$ cat config.mk
export PLATFORM = sky130hd
export DESIGN_NAME = irq_pending_latch
export DESIGN_NICKNAME = d
export VERILOG_FILES = /design/src/rtl/irq_pkg.sv /design/src/rtl/req_edge_detect.sv /design/src/rtl/irq_pending_latch.sv
export SDC_FILE = /design/constraint.sdc
export NUM_CORES = 1
export LEC_CHECK = 0
export CORE_MARGIN = 1
export CORE_UTILIZATION = 48
export CTS_BUF_LIST = sky130_fd_sc_hd__clkbuf_16
export CTS_CLUSTER_SIZE = 20
export DETAILED_ROUTE_END_ITERATION = 12
export GPL_ROUTABILITY_DRIVEN = 0
export PLACE_DENSITY = 0.94
export SETUP_SLACK_MARGIN = 0.02
export SLEW_MARGIN = 40
export SYNTH_ARGS = -nofsm -noshare
export SYNTH_HDL_FRONTEND = slang
export SYNTH_SLANG_ARGS = --single-unit
$ cat constraint.sdc
create_clock -name clk -period 2.2 [get_ports clk]
set_input_delay 0.66 -clock clk [delete_from_list [all_inputs] [get_ports clk]]
set_output_delay 0.66 -clock clk [all_outputs]
set_load 0.02 [all_outputs]
$ cat src/rtl/irq_pkg.sv
// rtl/irq_pkg.sv - shared constants and state codes for the interrupt pending latch
//
// Purpose: line count, index width and FSM state encoding used by
//          irq_pending_latch and the downstream priority encoder.
// Ports:   none (package).
package irq_pkg;

  localparam int N_LINES = 8;
  localparam int IDX_W   = 3;

  typedef enum logic [1:0] {
    S_IDLE = 2'b00,
    S_REQ  = 2'b01,
    S_GAP  = 2'b10
  } state_t;

endpackage

$ cat src/rtl/req_edge_detect.sv
// rtl/req_edge_detect.sv - rising-edge detector for a vector of level inputs
//
// Purpose: registers the input vector every cycle and flags bits that went 0->1.
// Ports:
//   clk   - rising-edge clock
//   din   - level inputs
//   rise  - one-cycle pulse per bit on a 0->1 transition of din
module req_edge_detect #(
  parameter int WIDTH = 8
) (
  input  logic             clk,
  input  logic [WIDTH-1:0] din,
  output logic [WIDTH-1:0] rise
);

  logic [WIDTH-1:0] r_din_q;

  // No reset on purpose: the history register keeps tracking the input
  // through reset, so a line held high across reset produces no edge.
  always_ff @(posedge clk) begin
    r_din_q <= din;
  end

  assign rise = din & ~r_din_q;

endmodule

$ cat src/rtl/irq_pending_latch.sv
// rtl/irq_pending_latch.sv - edge-captured pending latch with masked priority presentation
//
// Purpose: latches rising edges of req into a pending register, tracks overruns,
//          and presents the lowest-index masked pending line as a held idx/valid
//          pair until acknowledged, followed by a one-cycle gap.
// Ports:
//   clk      - rising-edge clock
//   rst      - synchronous active-high reset
//   req      - request lines (level; rising edges captured)
//   mask     - 1 = line enabled for presentation
//   ack      - consumer accepts the presented index (only while valid=1)
//   ovr_clr  - clears all overrun flags
//   pend_o   - registered pend & mask
//   valid    - idx holds a live request
//   idx      - presented line index, stable while valid=1
//   overrun  - sticky: edge arrived while that line was already pending
module irq_pending_latch
  import irq_pkg::*;
(
  input  logic               clk,
  input  logic               rst,
  input  logic [N_LINES-1:0] req,
  input  logic [N_LINES-1:0] mask,
  input  logic               ack,
  input  logic               ovr_clr,
  output logic [N_LINES-1:0] pend_o,
  output logic               valid,
  output logic [IDX_W-1:0]   idx,
  output logic [N_LINES-1:0] overrun
);

  state_t             r_state;
  state_t             w_state_nxt;
  logic [IDX_W-1:0]   r_idx;
  logic [IDX_W-1:0]   w_idx_nxt;
  logic [IDX_W-1:0]   w_sel;
  logic [N_LINES-1:0] r_pend;
  logic [N_LINES-1:0] r_pend_o;
  logic [N_LINES-1:0] r_overrun;
  logic [N_LINES-1:0] w_rise;
  logic [N_LINES-1:0] w_masked;
  logic [N_LINES-1:0] w_clr;
  logic [N_LINES-1:0] w_ovr_set;
  logic               w_ack_hit;

  // Lowest index wins, matching the downstream combinational encoder.
  function automatic logic [IDX_W-1:0] f_lowest(input logic [N_LINES-1:0] v);
    logic [IDX_W-1:0] sel;
    sel = '0;
    for (int n = N_LINES - 1; n >= 0; n--) begin
      if (v[n]) sel = IDX_W'(n);
    end
    return sel;
  endfunction

  req_edge_detect #(
    .WIDTH (N_LINES)
  ) u_edge (
    .clk  (clk),
    .din  (req),
    .rise (w_rise)
  );

  assign w_ack_hit = (r_state == S_REQ) && ack;
  assign w_clr     = w_ack_hit ? (N_LINES'(1) << r_idx) : '0;
  // A fresh edge on the line being acknowledged re-arms it rather than overrunning.
  assign w_ovr_set = w_rise & r_pend & ~w_clr;
  assign w_masked  = r_pend & mask;
  assign w_sel     = f_lowest(w_masked);

  always_ff @(posedge clk) begin
    if (rst) begin
      r_state <= S_IDLE;
      r_idx   <= '0;
    end else begin
      r_state <= w_state_nxt;
      r_idx   <= w_idx_nxt;
    end
  end

  always_comb begin
    w_state_nxt = S_IDLE;
    w_idx_nxt   = r_idx;
    case (r_state)
      S_IDLE: begin
        if (|w_masked) begin
          w_state_nxt = S_REQ;
          w_idx_nxt   = w_sel;
        end
      end
      S_REQ: begin
        w_state_nxt = ack ? S_GAP : S_REQ;
      end
      S_GAP: begin
        w_state_nxt = S_IDLE;
      end
      default: begin
        w_state_nxt = S_IDLE;
      end
    endcase
  end

  always_ff @(posedge clk) begin
    if (rst) begin
      r_pend    <= '0;
      r_pend_o  <= '0;
      r_overrun <= '0;
    end else begin
      r_pend    <= (r_pend & ~w_clr) | w_rise;
      r_pend_o  <= w_masked;
      r_overrun <= (ovr_clr ? '0 : r_overrun) | w_ovr_set;
    end
  end

  assign pend_o  = r_pend_o;
  assign valid   = (r_state == S_REQ);
  assign idx     = r_idx;
  assign overrun = r_overrun;

endmodule
== Yosys cells after proc, flatten, opt, wreduce, memory -nomap -nowiden ==
Cells that the tools add are included.
W data, S select, Z words.

* Input port bits: 20
* Output and inout port bits: 20
* Bits in registers: 37

* Mux-type cells: 13
* Reduce and logical (&&, ||, !) cells: 4
* Equality and inequality tests: 1
* Shift operators: 1
* Bitwise gates (word level): 9

{| class="wikitable"
|+ Operator list
! operator !! number
|-
| $and A8 B8 Y8 || 5
|-
| $mux W3 || 8
|-
| $mux W8 || 2
|-
| $not A8 Y8 || 2
|-
| $or A8 B8 Y8 || 2
|-
| $reduce_or A8 Y1 || 1
|-
| $shl A1 B3 Y8 const A || 1
|-
| $pmux W2 S2 || 1
|-
| $eq A2 B1 Y1 const B || 1
|-
| $logic_not A2 Y1 || 1
|-
| $mux W2 || 1
|-
| $reduce_and A2 Y1 || 1
|-
| $logic_and A1 B1 Y1 || 1
|-
| $mux W1 || 1
|}

== Longest topological paths before layout ==
* Depth in word-level cells: 9
* Depth in mapped cells: 4

== Cells and area by module ==
From an unflattened synthesis, not the netlist that was laid out.

* Cell total of the unflattened synthesis: 137
* Area total of the unflattened synthesis: 1386.3 µm²

{| class="wikitable"
|+ By module, submodules not included
! module !! times used !! cells an instance !! area an instance (µm²)
|-
| irq_pending_latch || 1 || 121 || 1116.1
|-
| req_edge_detect || 1 || 16 || 270.3
|}

== Worst setup path after synthesis ==
No wires, ideal clock.

* Kind: in2reg
* From: in mask[7]
* To: reg r_idx[0] (netlist: idx[0])
* Path buffers: 0
* Setup slack: 0.811 ns
* Data arrival time: 1.320 ns
* Setup time: 0.069 ns
* Cell stages on the path: 4
* Cells stage by stage: a22oi_1 -> nand4_2 -> a211o_1 -> o21ai_1

* Cells in the longest elaborated chain, start to end: 9

{| class="wikitable"
|+ Ends and longest elaborated chain
! what !! RTL line !! text
|-
| start: declaration || irq_pending_latch.sv:23 || <nowiki>input logic [N_LINES-1:0] mask,</nowiki>
|-
| $and A8 B8 Y8 (*) || irq_pending_latch.sv:68 || <nowiki>assign w_masked = r_pend & mask;</nowiki>
|-
| $mux W3 (8 in a row) || irq_pending_latch.sv:51 || <nowiki>if (v[n]) sel = IDX_W'(n);</nowiki>
|-
| end signal: assignment || irq_pending_latch.sv:77 || <nowiki>r_idx <= w_idx_nxt;</nowiki>
|-
| end: declaration || irq_pending_latch.sv:34 || <nowiki>logic [IDX_W-1:0] r_idx;</nowiki>
|}

Mark *: on every way between the ends. The rest lies on a longest branch, timed or not.
A chain may end at the register's enable or synchronous reset.

== Worst setup path after layout ==
* From: reg r_state[0]
* To: out valid

* Cells in the longest elaborated chain, start to end: 1

{| class="wikitable"
|+ Ends and longest elaborated chain
! what !! RTL line !! text
|-
| start: declaration || irq_pending_latch.sv:32 || <nowiki>state_t r_state;</nowiki>
|-
| start signal: assignment || irq_pending_latch.sv:76 || <nowiki>r_state <= w_state_nxt;</nowiki>
|-
| $eq A2 B1 Y1 || irq_pending_latch.sv:116 || <nowiki>assign valid = (r_state == S_REQ);</nowiki>
|-
| end: declaration || irq_pending_latch.sv:27 || <nowiki>output logic valid,</nowiki>
|}

No other way between the ends.

==> flow_summary.ini <==
[outcome]
status = complete, no violations

[route]
drtIter0Drc = 30
routed_wl_um = 2979
post_drt_via_cell_ratio = 5.647
first_pass_iters = 4
wl_per_cell_um = 14.82
vias = 1135
post-route-drc-count = 0
ant_nets = 0

[flow_run]
maxCapViolCount = 0

[power]
leakagePower_uw = 0.0007101
combPwrFrac_pct = 11.1
power_density_nw_per_um2 = 971.2
p_int_uw = 1459
power_frac_seq_pct = 39.7
sw_frac_of_total_pct = 21.54
p_clk_share_pct = 49.2
p_switching_uw = 400.6
vdd_drop_max_v = 0.001042

[finish]
layout-drive-gt1-share_pct = 12.87
fin_util_pct = 76.58
syn_to_final_growth_pct = 48.11
n_antenna_cell = 0
final_nets = 190
regArea_um2 = 740.7
fillers = 172
multi_input_area_um2 = 524.3

[global_route]
grt_usage_pct = 23.96
grt_first_pass_wirelength_um = 4767
antenna_found_initial = 0
grt_pass1_vias = 1113
grt_max_degree = 39
grt_overflow = 0

[sta]
finalHoldViolations = 0
timing.slew.headroom_pct = 76.91
slew_violations = 0
max_freq_mhz = 484.2
rsz0062_at_grt = no
worst_pin_slew_ps = 343.5
tns_ps = 0
clock-skew-final_ps = 3.063
setup-violations-final = 0
fin_hold_ws_ps = 487.4
min_period_ps = 2065
finalCritPeriodShare_pct = 93.88

[cts]
numCtsBuffers = 5
h-tree-depth = 2
clock-sinks = 37
cts.clk_slew.worst_paths_ps = 60
cts_tree = done
clockBufferDepth = 2
cts_root_buf = clkbuf_16
clock_latency_ps = 280
post_cts_buffers = 0
cts_resized = 0
cts_hold_buf = 0

[synth]
synth-seq-cells = 37
ys.flop_type = dfxtp_1
synth.distinct_cells = 24
synth_common_cells = dfxtp_1, nand2_1, o31ai_1
synth_area_um2 = 1292
seq_area_frac_synth_pct = 57.31
synth_top_area_share_pct = 57.31
synth_edf_count = 0
async_flop_share_pct = 0
postSynthNetCount = 147
postSynthAreaPerCell_um2 = 10.18
netlist_top_cells_area = dfxtp_1, o31ai_1, or3b_2
syn_inst = 127
synth_top_area_cell = dfxtp_1
ys_warn_count = 0
post-synth-top-count-cell = dfxtp_1

[worst_setup_path]
crit_path_cell_trace = nor2b_4, clkdlybuf4s50_1
r2r_slack_ps = 950
setup.worst_path.end_class = primary output
cp_slowest_cell = clkdlybuf4s50_1
worst-path-buf-inv = 1
critical_path_arrival_ps = 1410
worstPathRequired_ps = 1540
critical_path_class = register to primary output
critPathTopFamily = buffers and inverters
max_stage_delay_ps = 620
crit_path_max_fanout = 5
cp-start-kind = register
crit_cells = 2
rr_worst_depth = 4

[hold_path]
min_path_cells = 2
hp-class = register to register

[placed_design]
place_hpwl_um = 2083
port_buffers = 39

[floorplanning]
io-pin-count = 40
dieArea_um2 = 2904
start_util_pct = 51.70
core_um2 = 2500
die_w_um = 53.89
die_h_um = 53.89
rows = 18
-- worst min-delay path: cells and delay by family (launching register included) --
family           cells  cell delay, ps
AND/OR/NAND/NOR      2             120
flip-flops           1             340
-- stage by stage --
| stage | area, um2 | instances | total power (uW) | worst slack, ps |
|---|---|---|---|---|
| floorplan | 1292 | 127 | 851.0 | 810.7 |
| global placement | 1724 | 193 | 948.2 | 287.4 |
| detailed placement | 1724 | 193 | 955.5 | 224.5 |
| CTS | 1914 | 201 | 1861 | 125.3 |
| global route | 1914 | 201 | 1919 | 74.53 |
| finish | 1914 | 201 | 1859 | 134.7 |
-- final timing paths --
check	startpoint	to
worst max-delay path	r_state[0]	valid
worst min-delay path	r_pend[7]	pend_o[7]
worst max register to register	r_state[0]	r_pend[0]
worst min register to register	r_pend[7]	pend_o[7]
-- registers in the layout (all words and copies together) (netlist names) --
register,flops
overrun,8
pend_o,8
r_pend,8
u_edge.r_din_q,8
idx,3
r_state,2
-- placed cells by master, fill, tap and decap left out, types with 2 or more instances in the layout --
| cell | synthesis | routed |
|---|---|---|
| clkdlybuf4s50_1 | 0 | 39 |
| nand3_1 | 2 | 2 |
| bufinv_16 | 0 | 2 |
| clkbuf_16 | 0 | 5 |
| nor2_1 | 9 | 9 |
| a32o_1 | 2 | 2 |
| or3b_2 | 8 | 8 |
| nand2_1 | 14 | 14 |
| dfxtp_1 | 37 | 37 |
| o21ai_0 | 7 | 7 |
| a221oi_1 | 2 | 2 |
| inv_1 | 3 | 3 |
| o31ai_1 | 10 | 10 |
| a21oi_1 | 9 | 9 |
| nand2b_1 | 9 | 9 |
| a22oi_2 | 3 | 3 |
-- power groups by stage --
stage                     sequential (uW)  clock (uW)  combinational [uW]
after detailed placement              751           0                 205
after CTS                             737         916                 207
final                                 738         914                 207
after global placement                749           0                 199
after floorplan                       763           0                87.9
after global routing                  742         951                 227
-- final cells by class --
cell class	instances	share of cell area, %
inverters	3	0.5882
repair buffers	40	21.44
clock buffers	5	6.536
clock inverters	3	3.399
well taps	30	1.961
flip-flops and latches	37	38.69
multi-input cells	83	27.39
-- kinds of logic after synthesis --
family | after synthesis | share of synthesized area, %
buf+inv | 7 | 2.129
simple gates | 46 | 20.62
compound gates | 37 | 19.94
flops | 37 | 57.31
-- per-layer routing --
layer	routed length [um]	global-route usage [%]	vias up	share of wire, %
li1	-	-	540	-
met1	1276	27.72	547	43
met2	1457	39.30	39	49
met3	184	8.475	9	6.2
met4	59	10.96	0	2.0
met5	0	0	-	0
No activity file was read; power rests on OpenSTA's default activity.
